==> config.mk <==
export PLATFORM = sky130hd
export DESIGN_NAME = aes_round_sequencer
export DESIGN_NICKNAME = d
export VERILOG_FILES = /design/src/rtl/aes_pkg.sv /design/src/rtl/aes_key_cache.sv /design/src/rtl/aes_round_sequencer.sv
export SDC_FILE = /design/constraint.sdc
export NUM_CORES = 1
export LEC_CHECK = 0
export BUFFER_PORTS_ARGS = -buffer_cell sky130_fd_sc_hd__buf_2
export CAP_MARGIN = 5
export CORE_MARGIN = 4
export CORE_UTILIZATION = 36
export DETAILED_ROUTE_END_ITERATION = 8
export PLACE_DENSITY_LB_ADDON = 0.25
export SLEW_MARGIN = 15
export SYNTH_ARGS = -nofsm -noshare
export SYNTH_HDL_FRONTEND = slang
export SYNTH_SLANG_ARGS = --single-unit
export TNS_END_PERCENT = 5
==> constraint.sdc <==
create_clock -name clk -period 3.4 [get_ports clk]
set_input_delay 0 -clock clk [delete_from_list [all_inputs] [get_ports clk]]
set_output_delay 0 -clock clk [all_outputs]
set_load 0.005 [all_outputs]
==> src/rtl/aes_pkg.sv <==
// Shared AES sequencer types and widths: state encoding, key width, round count and round-number width.
package aes_pkg;

  localparam int unsigned AES_KEY_W     = 128;
  localparam int unsigned AES128_ROUNDS = 10;
  localparam int unsigned AES_RND_W     = 4;

  typedef enum logic [2:0] {
    ST_IDLE  = 3'd0,
    ST_KEXP  = 3'd1,
    ST_LOAD  = 3'd2,
    ST_ROUND = 3'd3,
    ST_HOLD  = 3'd4
  } aes_state_e;

endpackage

==> src/rtl/aes_key_cache.sv <==
// Remembers the last accepted key and whether its schedule has been expanded;
// o_hit_c flags a request whose key can reuse the round keys already held by the expansion unit.
module aes_key_cache
  import aes_pkg::*;
(
  input  logic                 clk,
  input  logic                 rst_n,
  input  logic                 i_load,
  input  logic [AES_KEY_W-1:0] i_key,
  input  logic                 i_set_valid,
  output logic                 o_hit_c
);

  logic [AES_KEY_W-1:0] r_key_q;
  logic                 r_valid;

  always_ff @(posedge clk or negedge rst_n) begin
    if (!rst_n) begin
      r_key_q <= '0;
      r_valid <= 1'b0;
    end else begin
      if (i_load) begin
        r_key_q <= i_key;
      end
      if (i_set_valid) begin
        r_valid <= 1'b1;
      end
    end
  end

  assign o_hit_c = r_valid && (r_key_q == i_key);

endmodule

==> src/rtl/aes_round_sequencer.sv <==
// Sequences one AES-128 block: request handshake, key expansion, load, NUM_ROUNDS rounds, result hold.
// Define AES_KEY_CACHE_EN to skip key expansion when a request reuses the last expanded key.
module aes_round_sequencer
  import aes_pkg::*;
#(
  parameter int unsigned NUM_ROUNDS = AES128_ROUNDS,
  parameter int unsigned CNT_W      = 16
) (
  input  logic                 clk,
  input  logic                 reset,
  input  logic                 in_valid,
  output logic                 in_ready,
  input  logic [AES_KEY_W-1:0] in_key,
  output logic                 kexp_start,
  input  logic                 kexp_done,
  output logic                 round_load,
  output logic                 round_en,
  output logic [AES_RND_W-1:0] round_num,
  output logic                 final_round,
  output logic                 out_valid,
  input  logic                 out_ready,
  output logic                 busy,
  output logic [CNT_W-1:0]     block_count
);

  localparam logic [AES_RND_W-1:0] LAST_RND = AES_RND_W'(NUM_ROUNDS);

  aes_state_e           r_state, w_state_nxt;
  logic [AES_RND_W-1:0] r_round_num, w_round_nxt;
  logic [CNT_W-1:0]     r_block_count, w_count_nxt;
  logic                 r_in_ready, r_kexp_start, r_round_load, r_round_en;
  logic                 r_final_round, r_out_valid, r_busy;
  logic                 w_hit;

`ifdef AES_KEY_CACHE_EN
  logic w_cache_load, w_cache_set;

  assign w_cache_load = (r_state == ST_IDLE) && in_valid;
  assign w_cache_set  = (r_state == ST_KEXP) && kexp_done;

  aes_key_cache u_key_cache (
    .clk         (clk),
    .rst_n       (reset),
    .i_load      (w_cache_load),
    .i_key       (in_key),
    .i_set_valid (w_cache_set),
    .o_hit_c     (w_hit)
  );
`else
  logic w_unused_key;

  assign w_unused_key = ^in_key;
  assign w_hit        = 1'b0;
`endif

  // Next state and counters; in_ready is exactly "state is IDLE"
  always_comb begin
    w_state_nxt = r_state;
    w_round_nxt = r_round_num;
    w_count_nxt = r_block_count;
    case (r_state)
      ST_IDLE: begin
        w_round_nxt = '0;
        if (in_valid) begin
          w_state_nxt = w_hit ? ST_LOAD : ST_KEXP;
        end
      end
      ST_KEXP: begin
        if (kexp_done) begin
          w_state_nxt = ST_LOAD;
        end
      end
      ST_LOAD: begin
        w_state_nxt = ST_ROUND;
        w_round_nxt = AES_RND_W'(1);
      end
      ST_ROUND: begin
        if (r_round_num == LAST_RND) begin
          w_state_nxt = ST_HOLD;
          w_round_nxt = '0;
        end else begin
          w_round_nxt = r_round_num + AES_RND_W'(1);
        end
      end
      ST_HOLD: begin
        if (out_ready) begin
          w_state_nxt = ST_IDLE;
          w_count_nxt = r_block_count + CNT_W'(1);
        end
      end
      default: begin
        w_state_nxt = ST_IDLE;
        w_round_nxt = '0;
      end
    endcase
  end

  // Moore outputs are registered, decoded from the next state so they align with it
  always_ff @(posedge clk or negedge reset) begin
    if (!reset) begin
      r_state       <= ST_IDLE;
      r_round_num   <= '0;
      r_block_count <= '0;
      r_in_ready    <= 1'b1;
      r_kexp_start  <= 1'b0;
      r_round_load  <= 1'b0;
      r_round_en    <= 1'b0;
      r_final_round <= 1'b0;
      r_out_valid   <= 1'b0;
      r_busy        <= 1'b0;
    end else begin
      r_state       <= w_state_nxt;
      r_round_num   <= w_round_nxt;
      r_block_count <= w_count_nxt;
      r_in_ready    <= (w_state_nxt == ST_IDLE);
      r_kexp_start  <= (w_state_nxt == ST_KEXP) && (r_state != ST_KEXP);
      r_round_load  <= (w_state_nxt == ST_LOAD);
      r_round_en    <= (w_state_nxt == ST_ROUND);
      r_final_round <= (w_state_nxt == ST_ROUND) && (w_round_nxt == LAST_RND);
      r_out_valid   <= (w_state_nxt == ST_HOLD);
      r_busy        <= (w_state_nxt != ST_IDLE);
    end
  end

  assign in_ready    = r_in_ready;
  assign kexp_start  = r_kexp_start;
  assign round_load  = r_round_load;
  assign round_en    = r_round_en;
  assign round_num   = r_round_num;
  assign final_round = r_final_round;
  assign out_valid   = r_out_valid;
  assign busy        = r_busy;
  assign block_count = r_block_count;

endmodule

==> metrics.txt <==
# TYPE chip_impl_metric gauge
chip_impl_metric{name="grt_pass1_wl",unit="mm"} 4.747
chip_impl_metric{name="routed_wl",unit="mm"} 2.759
chip_impl_metric{name="grt.total_usage",unit="%"} 12.03
chip_impl_metric{name="synth-async-reset-ratio",unit="%"} 100.0
chip_impl_metric{name="max-slew-margin-rel",unit="%"} 55.34
chip_impl_info{name="worst_setup_path_start_kind",value="flop"} 1
chip_impl_metric{name="global_route.overflow_total",unit=""} 0
chip_impl_info{name="run_status",value="finished clean"} 1
chip_impl_info{name="timing.critical_path.max_delay_family",value="simple AND/OR/NAND/NOR gates"} 1
chip_impl_metric{name="cts_sinks",unit=""} 30
chip_impl_metric{name="critical_path_buf_inv_count",unit=""} 0
chip_impl_metric{name="layout-drive-gt1-share",unit="%"} 31.29
chip_impl_metric{name="ioPinCount",unit=""} 160
chip_impl_metric{name="synthesis.yosys.warnings",unit=""} 0
chip_impl_metric{name="insertedDiodeCount",unit=""} 0
chip_impl_metric{name="worst_setup_hold_path_clk_slew",unit="ns"} 0.06
chip_impl_metric{name="cts-buffers-inserted",unit=""} 5
chip_impl_metric{name="syn2layout_area_growth",unit="%"} 22.32
chip_impl_metric{name="remaining_drc_errors",unit=""} 0
chip_impl_metric{name="num_rows",unit=""} 22
chip_impl_metric{name="worst_r2r_path_depth",unit=""} 4
chip_impl_info{name="synth_flop_cell",value="dfrtp_1"} 1
chip_impl_metric{name="synth_seq_cells",unit=""} 30
chip_impl_metric{name="die_width",unit="um"} 70.89
chip_impl_info{name="setup_repair_after_global_routing_missed_its_margin",value="false"} 1
chip_impl_metric{name="post_cts.repair.setup_buffers",unit=""} 0
chip_impl_metric{name="vias",unit=""} 1049
chip_impl_metric{name="max-vdd-ir-drop",unit="uV"} 307.4
chip_impl_info{name="mostFrequentLayoutCell",value="buf_2"} 1
chip_impl_info{name="critical_path.slowest_cell",value="and4bb_1"} 1
chip_impl_metric{name="synth.avg_cell_area",unit="sq um"} 11.39
chip_impl_metric{name="finalCriticalPeriod",unit="ns"} 1.755
chip_impl_info{name="setup.worst_path.end_class",value="flop"} 1
chip_impl_metric{name="clock_skew",unit="ns"} 0.001894
chip_impl_metric{name="floorplan.die.height",unit="um"} 70.89
chip_impl_metric{name="synth_enable_flop_cells",unit=""} 0
chip_impl_metric{name="fin_crit_sh",unit="%"} 51.62
chip_impl_metric{name="max_freq",unit="MHz"} 569.7
chip_impl_metric{name="number_of_failing_hold_endpoints_at_the_final_stage",unit=""} 0
chip_impl_metric{name="routed_wl_per_cell",unit="um"} 13.08
chip_impl_metric{name="initial_core_util",unit="%"} 38.03
chip_impl_metric{name="number_of_different_library_cells_in_the_post_synthesis_netlist",unit=""} 41
chip_impl_metric{name="worst-path-max-fanout",unit=""} 14
chip_impl_metric{name="drt_iter0_drc",unit=""} 23
chip_impl_metric{name="antenna_found_initial",unit=""} 0
chip_impl_info{name="cts_root_buffer",value="clkbuf_8"} 1
chip_impl_metric{name="placeableCoreArea",unit="sq um"} 3744
chip_impl_metric{name="timing.critical_path.slowest_cell_delay",unit="ns"} 0.63
chip_impl_metric{name="worst_pin_slew",unit="ns"} 0.6699
chip_impl_metric{name="postSynthNetCount",unit=""} 259
chip_impl_metric{name="number_of_gates_on_the_worst_path_with_buffers_counted",unit=""} 4
chip_impl_metric{name="setup_tns",unit="ns"} 0
chip_impl_metric{name="viasPerCell",unit=""} 4.972
chip_impl_info{name="timing_worst_setup_path_type",value="reg -> reg"} 1
chip_impl_metric{name="num-nets-final",unit=""} 296
chip_impl_metric{name="design.die.area",unit="sq um"} 5025
chip_impl_metric{name="ctsLongestPathBuffers",unit=""} 2
chip_impl_info{name="worstHoldPathType",value="in -> async"} 1
chip_impl_metric{name="portBuffers",unit=""} 31
chip_impl_metric{name="syn_inst_count",unit=""} 125
chip_impl_metric{name="drt.antenna.violating_nets",unit=""} 0
chip_impl_metric{name="synth_sequential_area_ratio",unit="%"} 52.81
chip_impl_metric{name="setup-violations-final",unit=""} 0
chip_impl_metric{name="synth.cell_area",unit="sq um"} 1424
chip_impl_metric{name="clkLatencyLatePin",unit="ns"} 0.28
chip_impl_info{name="critical_path.cell_chain",value="and4bb_1 > nand4_4 > nor3_2 > xnor2_1"} 1
chip_impl_metric{name="finalPower",unit="mW"} 0.9527
chip_impl_info{name="cts_tree",value="yes"} 1
chip_impl_metric{name="worstPathArrival",unit="ns"} 1.96
chip_impl_metric{name="number_of_global_route_vias_before_repair",unit=""} 1022
chip_impl_metric{name="power_leakage",unit="nW"} 0.8623
chip_impl_info{name="layout.cells.most_common_list",value="buf_2, dfrtp_1, nand2_1, xnor2_1, xor2_1"} 1
chip_impl_metric{name="h-tree-depth",unit=""} 2
chip_impl_metric{name="place_hpwl",unit="mm"} 1.972
chip_impl_metric{name="maximum_number_of_pins_on_one_net_before_global_route_repair",unit=""} 31
chip_impl_metric{name="gp_congestion",unit=""} 0.8622
chip_impl_metric{name="drv_slew",unit=""} 0
chip_impl_metric{name="critical_path_required",unit="ns"} 3.60
chip_impl_metric{name="max_cap_viol_count",unit=""} 0
chip_impl_metric{name="drt_first_pass_iters",unit=""} 4
chip_impl_metric{name="power_per_cell_area",unit="nW/um^2"} 547.0
[routing by layer]
metal | up-vias | track usage [%] | routed length, um
met5 | - | 0 | 0
met4 | 0 | 5.637 | 52
met3 | 7 | 3.693 | 154
met2 | 27 | 19.57 | 1391
met1 | 508 | 14.56 | 1161
li1 | 507 | - | -
[final cells by class]
cell class / count / area [sq um]
Fill cell: 380 / 2002
Multi-Input combinational cell: 84 / 620.6
Tap cell: 48 / 60.06
Clock inverter: 1 / 5.005
Clock buffer: 7 / 86.33
Inverter: 6 / 22.52
Sequential cell: 30 / 752.0
Timing Repair Buffer: 35 / 195.2
[state kept, by name (all words and copies together), names as in the netlist]
| signal | cells |
|---|---|
| busy | 1 |
| in_ready | 1 |
| round_num | 4 |
| round_load | 1 |
| block_count | 16 |
| final_round | 1 |
| out_valid | 1 |
| round_en | 1 |
| kexp_start | 1 |
| r_state | 3 |
[through the flow]
step,hold WS (ns),setup slack [ns],cell area [sq um],utilization (%),std cells
floorplan,-0.2956,2.133,1424,-,125
global placement,0.06892,1.701,1610,43.01,199
detailed placement,0.07635,1.648,1610,43.01,199
CTS,0.3107,1.633,1742,46.52,211
global route,0.3435,1.467,1742,46.52,211
finish,0.2880,1.645,1742,46.52,211
[Yosys cell counts, types with 2 or more instances]
library cell | instances | area, sq um
nand3_4 | 2 | 35.03
o22ai_1 | 2 | 12.51
nor2_2 | 3 | 18.77
nor2b_1 | 2 | 12.51
nand4_1 | 3 | 18.77
nand3_1 | 2 | 10.01
nor3_1 | 4 | 20.02
a21oi_1 | 5 | 25.02
nand2b_1 | 6 | 37.54
nand2_1 | 8 | 30.03
buf_2 | 2 | 10.01
xor2_1 | 7 | 61.31
xnor2_1 | 8 | 70.07
dfrtp_1 | 29 | 725.7
clkbuf_1 | 2 | 7.510
inv_1 | 6 | 22.52
and4_4 | 2 | 22.52
nor2_1 | 5 | 18.77
o21ai_0 | 5 | 25.02
[report_power, final]
| part | total, mW | leakage (nW) | internal (mW) | switching (mW) |
|---|---|---|---|---|
| Sequential | 0.477 | 0.382 | 0.402 | 0.0748 |
| Clock | 0.289 | 0.0482 | 0.163 | 0.126 |
| Combinational | 0.187 | 0.432 | 0.0987 | 0.0880 |
[kinds of logic (layout without fill, tap and decap cells)]
| kind of cell | count (synthesis) | count (layout) | synth area share, % |
|---|---|---|---|
| flip-flops | 30 | 30 | 52.81 |
| AO/OA/AOI/OAI | 19 | 19 | 8.435 |
| multiplexers | 2 | 2 | 1.494 |
| XOR/XNOR | 15 | 15 | 9.227 |
| adder cells (fa/ha/maj) | 1 | 1 | 0.8786 |
| buffers and inverters | 11 | 49 | 3.603 |
| AND/OR/NAND/NOR | 47 | 47 | 23.55 |
[worst paths after layout]
path / slack, ns / start / to
worst min-delay path: 0.29 / reset / round_num[3]$_DFF_PN0_
worst max register to register: 1.64 / r_state[1]$_DFF_PN0_ / block_count[14]$_DFFE_PN0P_
min in group clk: 0.46 / block_count[15]$_DFFE_PN0P_ / block_count[15]$_DFFE_PN0P_
worst min register to register: 0.46 / block_count[15]$_DFFE_PN0P_ / block_count[15]$_DFFE_PN0P_
max in group asynchronous: 2.68 / reset / block_count[5]$_DFFE_PN0P_
worst max-delay path: 1.64 / r_state[1]$_DFF_PN0_ / block_count[14]$_DFFE_PN0P_
[repair_timing]
item	4_1_cts	5_1_grt
gates resized for setup	0	0
endpoints found under the hold margin	33	0
hold buffers	4	0
Power figures use the tool's default switching activity.
